<file path="src/rtl/dht11_pkg.sv">
// Shared definitions for the DHT11 sampler and the DHT11 reader:
// state encodings and the default timing constants at a 50 MHz clock.
package dht11_pkg;

    typedef enum logic [3:0] {
        ST_IDLE      = 4'd0,
        ST_TRIGGER   = 4'd1,
        ST_WAIT_RESP = 4'd2,
        ST_BACKOFF   = 4'd3,
        ST_CONVERT   = 4'd4,
        ST_DONE      = 4'd5,
        ST_FAIL      = 4'd6
    } state_e;

    localparam int CLK_HZ            = 50_000_000;
    localparam int DEF_SAMPLE_PERIOD = 100_000_000;
    localparam int DEF_RESP_TIMEOUT  = 2_500_000;
    localparam int DEF_RETRY_GAP     = 50_000_000;
    localparam int DEF_MAX_RETRY     = 3;

    localparam int BCD_ITERS = 8;

endpackage

</file>
<file path="src/rtl/dht11_sampler_bin2bcd.sv">
// 8-bit sequential double-dabble: one shift-add-3 iteration per cycle,
// done pulses once after the eighth iteration and bcd_o then holds the result.
module bin2bcd_seq
    import dht11_pkg::*;
(
    input  logic        clock,
    input  logic        reset,
    input  logic        start_i,
    input  logic [7:0]  bin_i,
    output logic        done_o,
    output logic [11:0] bcd_o
);

    logic [19:0] shift_q, shift_d;
    logic [3:0]  cnt_q, cnt_d;
    logic        busy_q, busy_d;
    logic        done_q, done_d;

    function automatic logic [19:0] dabble_step(input logic [19:0] s);
        logic [19:0] t;
        t = s;
        for (int i = 0; i < 3; i++) begin
            if (t[8 + 4*i +: 4] >= 4'd5) begin
                t[8 + 4*i +: 4] = t[8 + 4*i +: 4] + 4'd3;
            end
        end
        return {t[18:0], 1'b0};
    endfunction

    always_comb begin
        shift_d = shift_q;
        cnt_d   = cnt_q;
        busy_d  = busy_q;
        done_d  = 1'b0;
        if (start_i) begin
            shift_d = {12'd0, bin_i};
            cnt_d   = 4'd0;
            busy_d  = 1'b1;
        end else if (busy_q) begin
            shift_d = dabble_step(shift_q);
            cnt_d   = cnt_q + 4'd1;
            if (cnt_q == 4'(BCD_ITERS - 1)) begin
                busy_d = 1'b0;
                done_d = 1'b1;
            end
        end
    end

    always_ff @(posedge clock or posedge reset) begin
        if (reset) begin
            shift_q <= '0;
            cnt_q   <= '0;
            busy_q  <= 1'b0;
            done_q  <= 1'b0;
        end else begin
            shift_q <= shift_d;
            cnt_q   <= cnt_d;
            busy_q  <= busy_d;
            done_q  <= done_d;
        end
    end

    assign done_o = done_q;
    assign bcd_o  = shift_q[19:8];

endmodule

</file>
<file path="src/rtl/dht11_sampler.sv">
// Periodic / on-demand DHT11 measurement scheduler with retry, timeout and
// BCD conversion of the integer humidity and temperature bytes.
module dht11_sampler
    import dht11_pkg::*;
#(
    parameter int SAMPLE_PERIOD = DEF_SAMPLE_PERIOD,
    parameter int RESP_TIMEOUT  = DEF_RESP_TIMEOUT,
    parameter int RETRY_GAP     = DEF_RETRY_GAP,
    parameter int MAX_RETRY     = DEF_MAX_RETRY
) (
    input  logic        clock,
    input  logic        reset,
    input  logic        enable,
    input  logic        measure,
    output logic        sensor_start,
    input  logic        sensor_pronto,
    input  logic        sensor_error,
    input  logic [15:0] sensor_umidade,
    input  logic [15:0] sensor_temperatura,
    output logic [7:0]  umid_int,
    output logic [7:0]  temp_int,
    output logic [11:0] umid_bcd,
    output logic [11:0] temp_bcd,
    output logic        valid,
    output logic        new_sample,
    output logic        fail,
    output logic [3:0]  db_estado
);

    state_e      state_q, state_d;
    logic [31:0] period_q, period_d;
    logic [31:0] tmr_q, tmr_d;
    logic [7:0]  attempt_q, attempt_d;
    logic        pronto_prev_q, error_prev_q;
    logic [7:0]  umid_lat_q, umid_lat_d, temp_lat_q, temp_lat_d;
    logic [7:0]  umid_int_q, umid_int_d, temp_int_q, temp_int_d;
    logic [11:0] umid_bcd_q, umid_bcd_d, temp_bcd_q, temp_bcd_d;
    logic        valid_q, valid_d, new_sample_q, new_sample_d, fail_q, fail_d;

    logic        pronto_rise, error_rise, conv_start;
    logic        umid_done, temp_done;
    logic [11:0] umid_conv, temp_conv;

    assign pronto_rise = sensor_pronto & ~pronto_prev_q;
    assign error_rise  = sensor_error  & ~error_prev_q;

    // Converters load straight from the sensor bytes on the same edge that latches them.
    bin2bcd_seq u_bcd_umid (
        .clock   (clock),
        .reset   (reset),
        .start_i (conv_start),
        .bin_i   (sensor_umidade[15:8]),
        .done_o  (umid_done),
        .bcd_o   (umid_conv)
    );

    bin2bcd_seq u_bcd_temp (
        .clock   (clock),
        .reset   (reset),
        .start_i (conv_start),
        .bin_i   (sensor_temperatura[15:8]),
        .done_o  (temp_done),
        .bcd_o   (temp_conv)
    );

    always_comb begin
        state_d      = state_q;
        period_d     = period_q;
        tmr_d        = tmr_q;
        attempt_d    = attempt_q;
        umid_lat_d   = umid_lat_q;
        temp_lat_d   = temp_lat_q;
        umid_int_d   = umid_int_q;
        temp_int_d   = temp_int_q;
        umid_bcd_d   = umid_bcd_q;
        temp_bcd_d   = temp_bcd_q;
        valid_d      = valid_q;
        fail_d       = fail_q;
        new_sample_d = 1'b0;
        conv_start   = 1'b0;
        case (state_q)
            ST_IDLE: begin
                if (measure || (enable && period_q == 32'(SAMPLE_PERIOD - 1))) begin
                    state_d   = ST_TRIGGER;
                    period_d  = '0;
                    attempt_d = '0;
                end else if (enable) begin
                    period_d = period_q + 32'd1;
                end else begin
                    period_d = '0;
                end
            end
            ST_TRIGGER: begin
                tmr_d   = '0;
                state_d = ST_WAIT_RESP;
            end
            ST_WAIT_RESP: begin
                // Error wins over a simultaneous pronto edge.
                if (error_rise || tmr_q == 32'(RESP_TIMEOUT - 1)) begin
                    attempt_d = attempt_q + 8'd1;
                    tmr_d     = '0;
                    state_d   = (attempt_d < 8'(MAX_RETRY)) ? ST_BACKOFF : ST_FAIL;
                end else if (pronto_rise) begin
                    umid_lat_d = sensor_umidade[15:8];
                    temp_lat_d = sensor_temperatura[15:8];
                    conv_start = 1'b1;
                    state_d    = ST_CONVERT;
                end else begin
                    tmr_d = tmr_q + 32'd1;
                end
            end
            ST_BACKOFF: begin
                if (tmr_q == 32'(RETRY_GAP - 1)) begin
                    tmr_d   = '0;
                    state_d = ST_TRIGGER;
                end else begin
                    tmr_d = tmr_q + 32'd1;
                end
            end
            ST_CONVERT: begin
                if (umid_done && temp_done) begin
                    state_d = ST_DONE;
                end
            end
            ST_DONE: begin
                umid_int_d   = umid_lat_q;
                temp_int_d   = temp_lat_q;
                umid_bcd_d   = umid_conv;
                temp_bcd_d   = temp_conv;
                valid_d      = 1'b1;
                fail_d       = 1'b0;
                new_sample_d = 1'b1;
                state_d      = ST_IDLE;
            end
            ST_FAIL: begin
                fail_d  = 1'b1;
                state_d = ST_IDLE;
            end
            default: state_d = ST_IDLE;
        endcase
    end

    always_ff @(posedge clock or posedge reset) begin
        if (reset) begin
            state_q       <= ST_IDLE;
            period_q      <= '0;
            tmr_q         <= '0;
            attempt_q     <= '0;
            pronto_prev_q <= 1'b0;
            error_prev_q  <= 1'b0;
            umid_lat_q    <= '0;
            temp_lat_q    <= '0;
            umid_int_q    <= '0;
            temp_int_q    <= '0;
            umid_bcd_q    <= '0;
            temp_bcd_q    <= '0;
            valid_q       <= 1'b0;
            new_sample_q  <= 1'b0;
            fail_q        <= 1'b0;
        end else begin
            state_q       <= state_d;
            period_q      <= period_d;
            tmr_q         <= tmr_d;
            attempt_q     <= attempt_d;
            pronto_prev_q <= sensor_pronto;
            error_prev_q  <= sensor_error;
            umid_lat_q    <= umid_lat_d;
            temp_lat_q    <= temp_lat_d;
            umid_int_q    <= umid_int_d;
            temp_int_q    <= temp_int_d;
            umid_bcd_q    <= umid_bcd_d;
            temp_bcd_q    <= temp_bcd_d;
            valid_q       <= valid_d;
            new_sample_q  <= new_sample_d;
            fail_q        <= fail_d;
        end
    end

    assign sensor_start = (state_q == ST_TRIGGER);
    assign umid_int     = umid_int_q;
    assign temp_int     = temp_int_q;
    assign umid_bcd     = umid_bcd_q;
    assign temp_bcd     = temp_bcd_q;
    assign valid        = valid_q;
    assign new_sample   = new_sample_q;
    assign fail         = fail_q;
    assign db_estado    = state_q;

endmodule
</file>
<file path="config.mk">
export PLATFORM = sky130hd
export DESIGN_NAME = dht11_sampler
export DESIGN_NICKNAME = d
export VERILOG_FILES = /design/src/rtl/dht11_pkg.sv /design/src/rtl/dht11_sampler_bin2bcd.sv /design/src/rtl/dht11_sampler.sv
export SDC_FILE = /design/constraint.sdc
export NUM_CORES = 1
export LEC_CHECK = 0
export ABC_AREA = 1
export ABC_CLOCK_PERIOD_IN_PS = 11550
export BUFFER_PORTS_ARGS = -buffer_cell sky130_fd_sc_hd__buf_4
export CAP_MARGIN = 40
export CORE_MARGIN = 5
export CORE_UTILIZATION = 40
export DETAILED_ROUTE_END_ITERATION = 7
export PLACE_DENSITY_LB_ADDON = 0.25
export SETUP_SLACK_MARGIN = 0.4
export SYNTH_ARGS = -nofsm -noshare
export SYNTH_HDL_FRONTEND = slang
export SYNTH_SLANG_ARGS = --single-unit
</file>
<file path="constraint.sdc">
create_clock -name clock -period 11.55 [get_ports clock]
set_clock_uncertainty 0.05 [all_clocks]
set_input_delay 2.31 -clock clock [delete_from_list [all_inputs] [get_ports clock]]
set_output_delay 2.31 -clock clock [all_outputs]
set_load 0.02 [all_outputs]
</file>
==> metrics.txt <==
status=complete, no violations; synth unique cells=35; most frequent cells in the layout=nand2_1, inv_1, dfrtp_1; CP startpoint kind=primary input; Hold Buf Count CTS=0; Post-Route WL=25410 µm; Setup CP Type=in -> reg; CTS tree=yes; syn nets=1540; top cell type by total area after synthesis=dfrtp_1; fin crit share=0.3853; number of flops mapped to enable cells by yosys=0; Crit. End Element=flop; R2R setup slack=8.19 ns; Seq pwr share=0.388; CTS max path bufs=2; share of cells above drive strength 1=0.09339; Critical Path RT=11.86 ns; post-CTS setup buffer count=0; global-route usage over all layers=0.1716; via count=9286; P per Cell Area=208.1 nW/µm²; CTS Buf Count=17; first-pass GRT wire length=43300 µm; Net Sw Frac=0.4162; Setup WS pre-CTS=6.573 ns; Worst-Skew Late Latency=0.44 ns; GRT overflow=0; Leak=5.974 nW; Relative slew margins=0.4067; Row Count=59; Initial Utilization=0.4074; Avg Inst Size Synth=7.195 µm²; # H-tree levels=4; layout overhead on the synthesized area=12.94%; width of the die=173.4 µm; Cell Count, Final, Fillers Out=1878; CP max stage delay=0.61 ns; number of nets with antenna violations after routing=0; commonest non-fill, non-tap cell in the layout=nand2_1; P_int=0.001465 W; DR pass1 iterations=5; Fill cells=2648; Max Cap Violations=0; DR iter-0 viols=641; most used flip-flop cell after synthesis=dfrtp_1; Clock transition at path regs=0.07 ns; hold depth=1; yosys warns=0; Pins Over Slew Limit=0; hold worst-path end=valid; GPL Wtd Cong=0.9129; core area=26210 µm²; Hold Violations, Final=0; Seq cells post-synth=188; die height=173.4 µm; RSZ-0062 raised after global routing=false; ranking of synthesized cells by area=dfrtp_1, nand2_1, inv_1, nor2_1, o21ai_0; final setup TNS=0 ns; minimum clock period=4.450 ns; pin count of the biggest net entering global routing=87; Sw Pwr=0.001044 W; CTS resizes=0; Inst Count DP=1845; WP data arrival=4.76 ns; PnR Total Power=0.002509 W; Reg2Reg Capture Point=tmr_q[22]; Gate power share=0.366; clock sink count=188; vias per inst=4.945; Peak Freq=224.7 MHz; Seq/Total Area, Yosys=0.4406; setup ws final=7.100 ns; r2r worst-path depth=12; worst hold-check path type=reg -> reg; maximum VDD drop=140.0 µV; DRC Markers=0; asr flop ratio synth=1.000; reg-to-reg startpoint=tmr_q[0]; Slowest-stage cell, CP=nand3_4; IO Port Bufs=68; Die ar.=30060 µm²; Root Driver=clkbuf_16; Crit path top cell by count=nor2_1; dpl hpwl=18090 µm; Synth Cell Area=10680 µm²; Hold Crit Start=valid; Synth Instances=1484; mean routed wirelength per cell=13.53 µm; Synth top area share=0.4406; final net count=1585; Worst-Margin Slew=0.8899 ns; initial antenna violation count=0; Final setup viols=0; Critical Path Fanout Max=65; Clk pwr share=0.246; # IOs=86; crit path cell chain=buf_4 > inv_1 > nor2_1 > inv_1 > nor2_1 > nand3_4 > nand2_4 > inv_2 > nand2_1 > nand2_1 > nor2_1; Finished Core Util=0.4602; vias in the first global route=8743
==> sequential cells by signal (all words and copies together) (netlist names), 12 cells and up <==
register / flops
tmr_q: 32
umid_bcd: 12
temp_bcd: 12
period_q: 32
u_bcd_umid.shift_q: 20
u_bcd_temp.shift_q: 20
==> per-layer routing <==
metal,GRT usage,wire (µm)
met1,0.2379,12370
met2,0.2762,11680
met3,0.03555,1108
met4,0.04290,250
met5,0,0
==> logic make-up (layout without fill, tap and decap cells) <==
group | after synthesis | count (layout) | share of synthesized area
buffers and inverters | 250 | 308 | 0.09679
XOR/XNOR | 48 | 48 | 0.03937
flip-flops | 188 | 188 | 0.4406
AND/OR/NAND/NOR | 812 | 812 | 0.3166
AO/OA/AOI/OAI | 167 | 167 | 0.08519
other | 1 | 2 | 0.0003512
adder cells (fa/ha/maj) | 18 | 18 | 0.02109
==> final cells by class <==
| type | instances | area [µm²] | area share |
|---|---|---|---|
| Clock buffer | 17 | 425.4 | 0.03528 |
| Timing Repair Buffer | 76 | 613.1 | 0.05084 |
| Multi-Input combinational cell | 1046 | 4940 | 0.4096 |
| Sequential cell | 188 | 4705 | 0.3901 |
| Tap cell | 335 | 419.2 | 0.03476 |
| Antenna cell | 1 | 2.502 | 0.0002075 |
| Inverter | 200 | 758.2 | 0.06288 |
| Clock inverter | 15 | 196.4 | 0.01629 |
==> synth_stat cells, drive strengths merged, types with 11 or more instances <==
library cell,instances
nand2,513
inv,200
dfrtp,188
nor2,149
o21ai,123
nand3,91
xor2,45
nand4,31
buf,26
clkbuf,24
o22ai,22
nor3,19
ha,18
a21oi,11
==> power by group through the flow <==
stage	Combinational, W	Clock (W)	Sequential [W]
4_1_cts	0.000934	0.000638	0.000975
2_1_floorplan	0.000589	0	0.00103
3_5_place_dp	0.000932	0	0.000985
6_report	0.000919	0.000617	0.000974
5_1_grt	0.00106	0.000660	0.000998
3_3_place_gp	0.000884	0	0.000992
==> critical path, delay by kind of cell <==
family / cells / cell delay, ns
simple gates: 7 / 1.90
buf+inv: 4 / 0.53
==> per-stage QoR <==
step / instance area (µm²) / hold WS, ns
final: 12060 / 0.4200
after global routing: 12060 / 0.4312
after CTS: 12060 / 0.4277
after detailed placement: 11430 / 0.4106
after global placement: 11360 / 0.4054
after floorplan: 10680 / 0.3994
==> worst max path at each step <==
stage / from / to / slack (ns) / cells past startpoint
floorplan: reset / attempt_q[0] / 4.08 / 1
global placement: sensor_pronto / tmr_q[22] / 6.60 / 11
detailed placement: sensor_pronto / tmr_q[23] / 6.57 / 11
CTS: sensor_pronto / tmr_q[23] / 7.03 / 11
global route: sensor_pronto / tmr_q[23] / 6.73 / 11
finish: sensor_pronto / tmr_q[23] / 7.10 / 11
No activity file was read; power rests on OpenSTA's default activity.
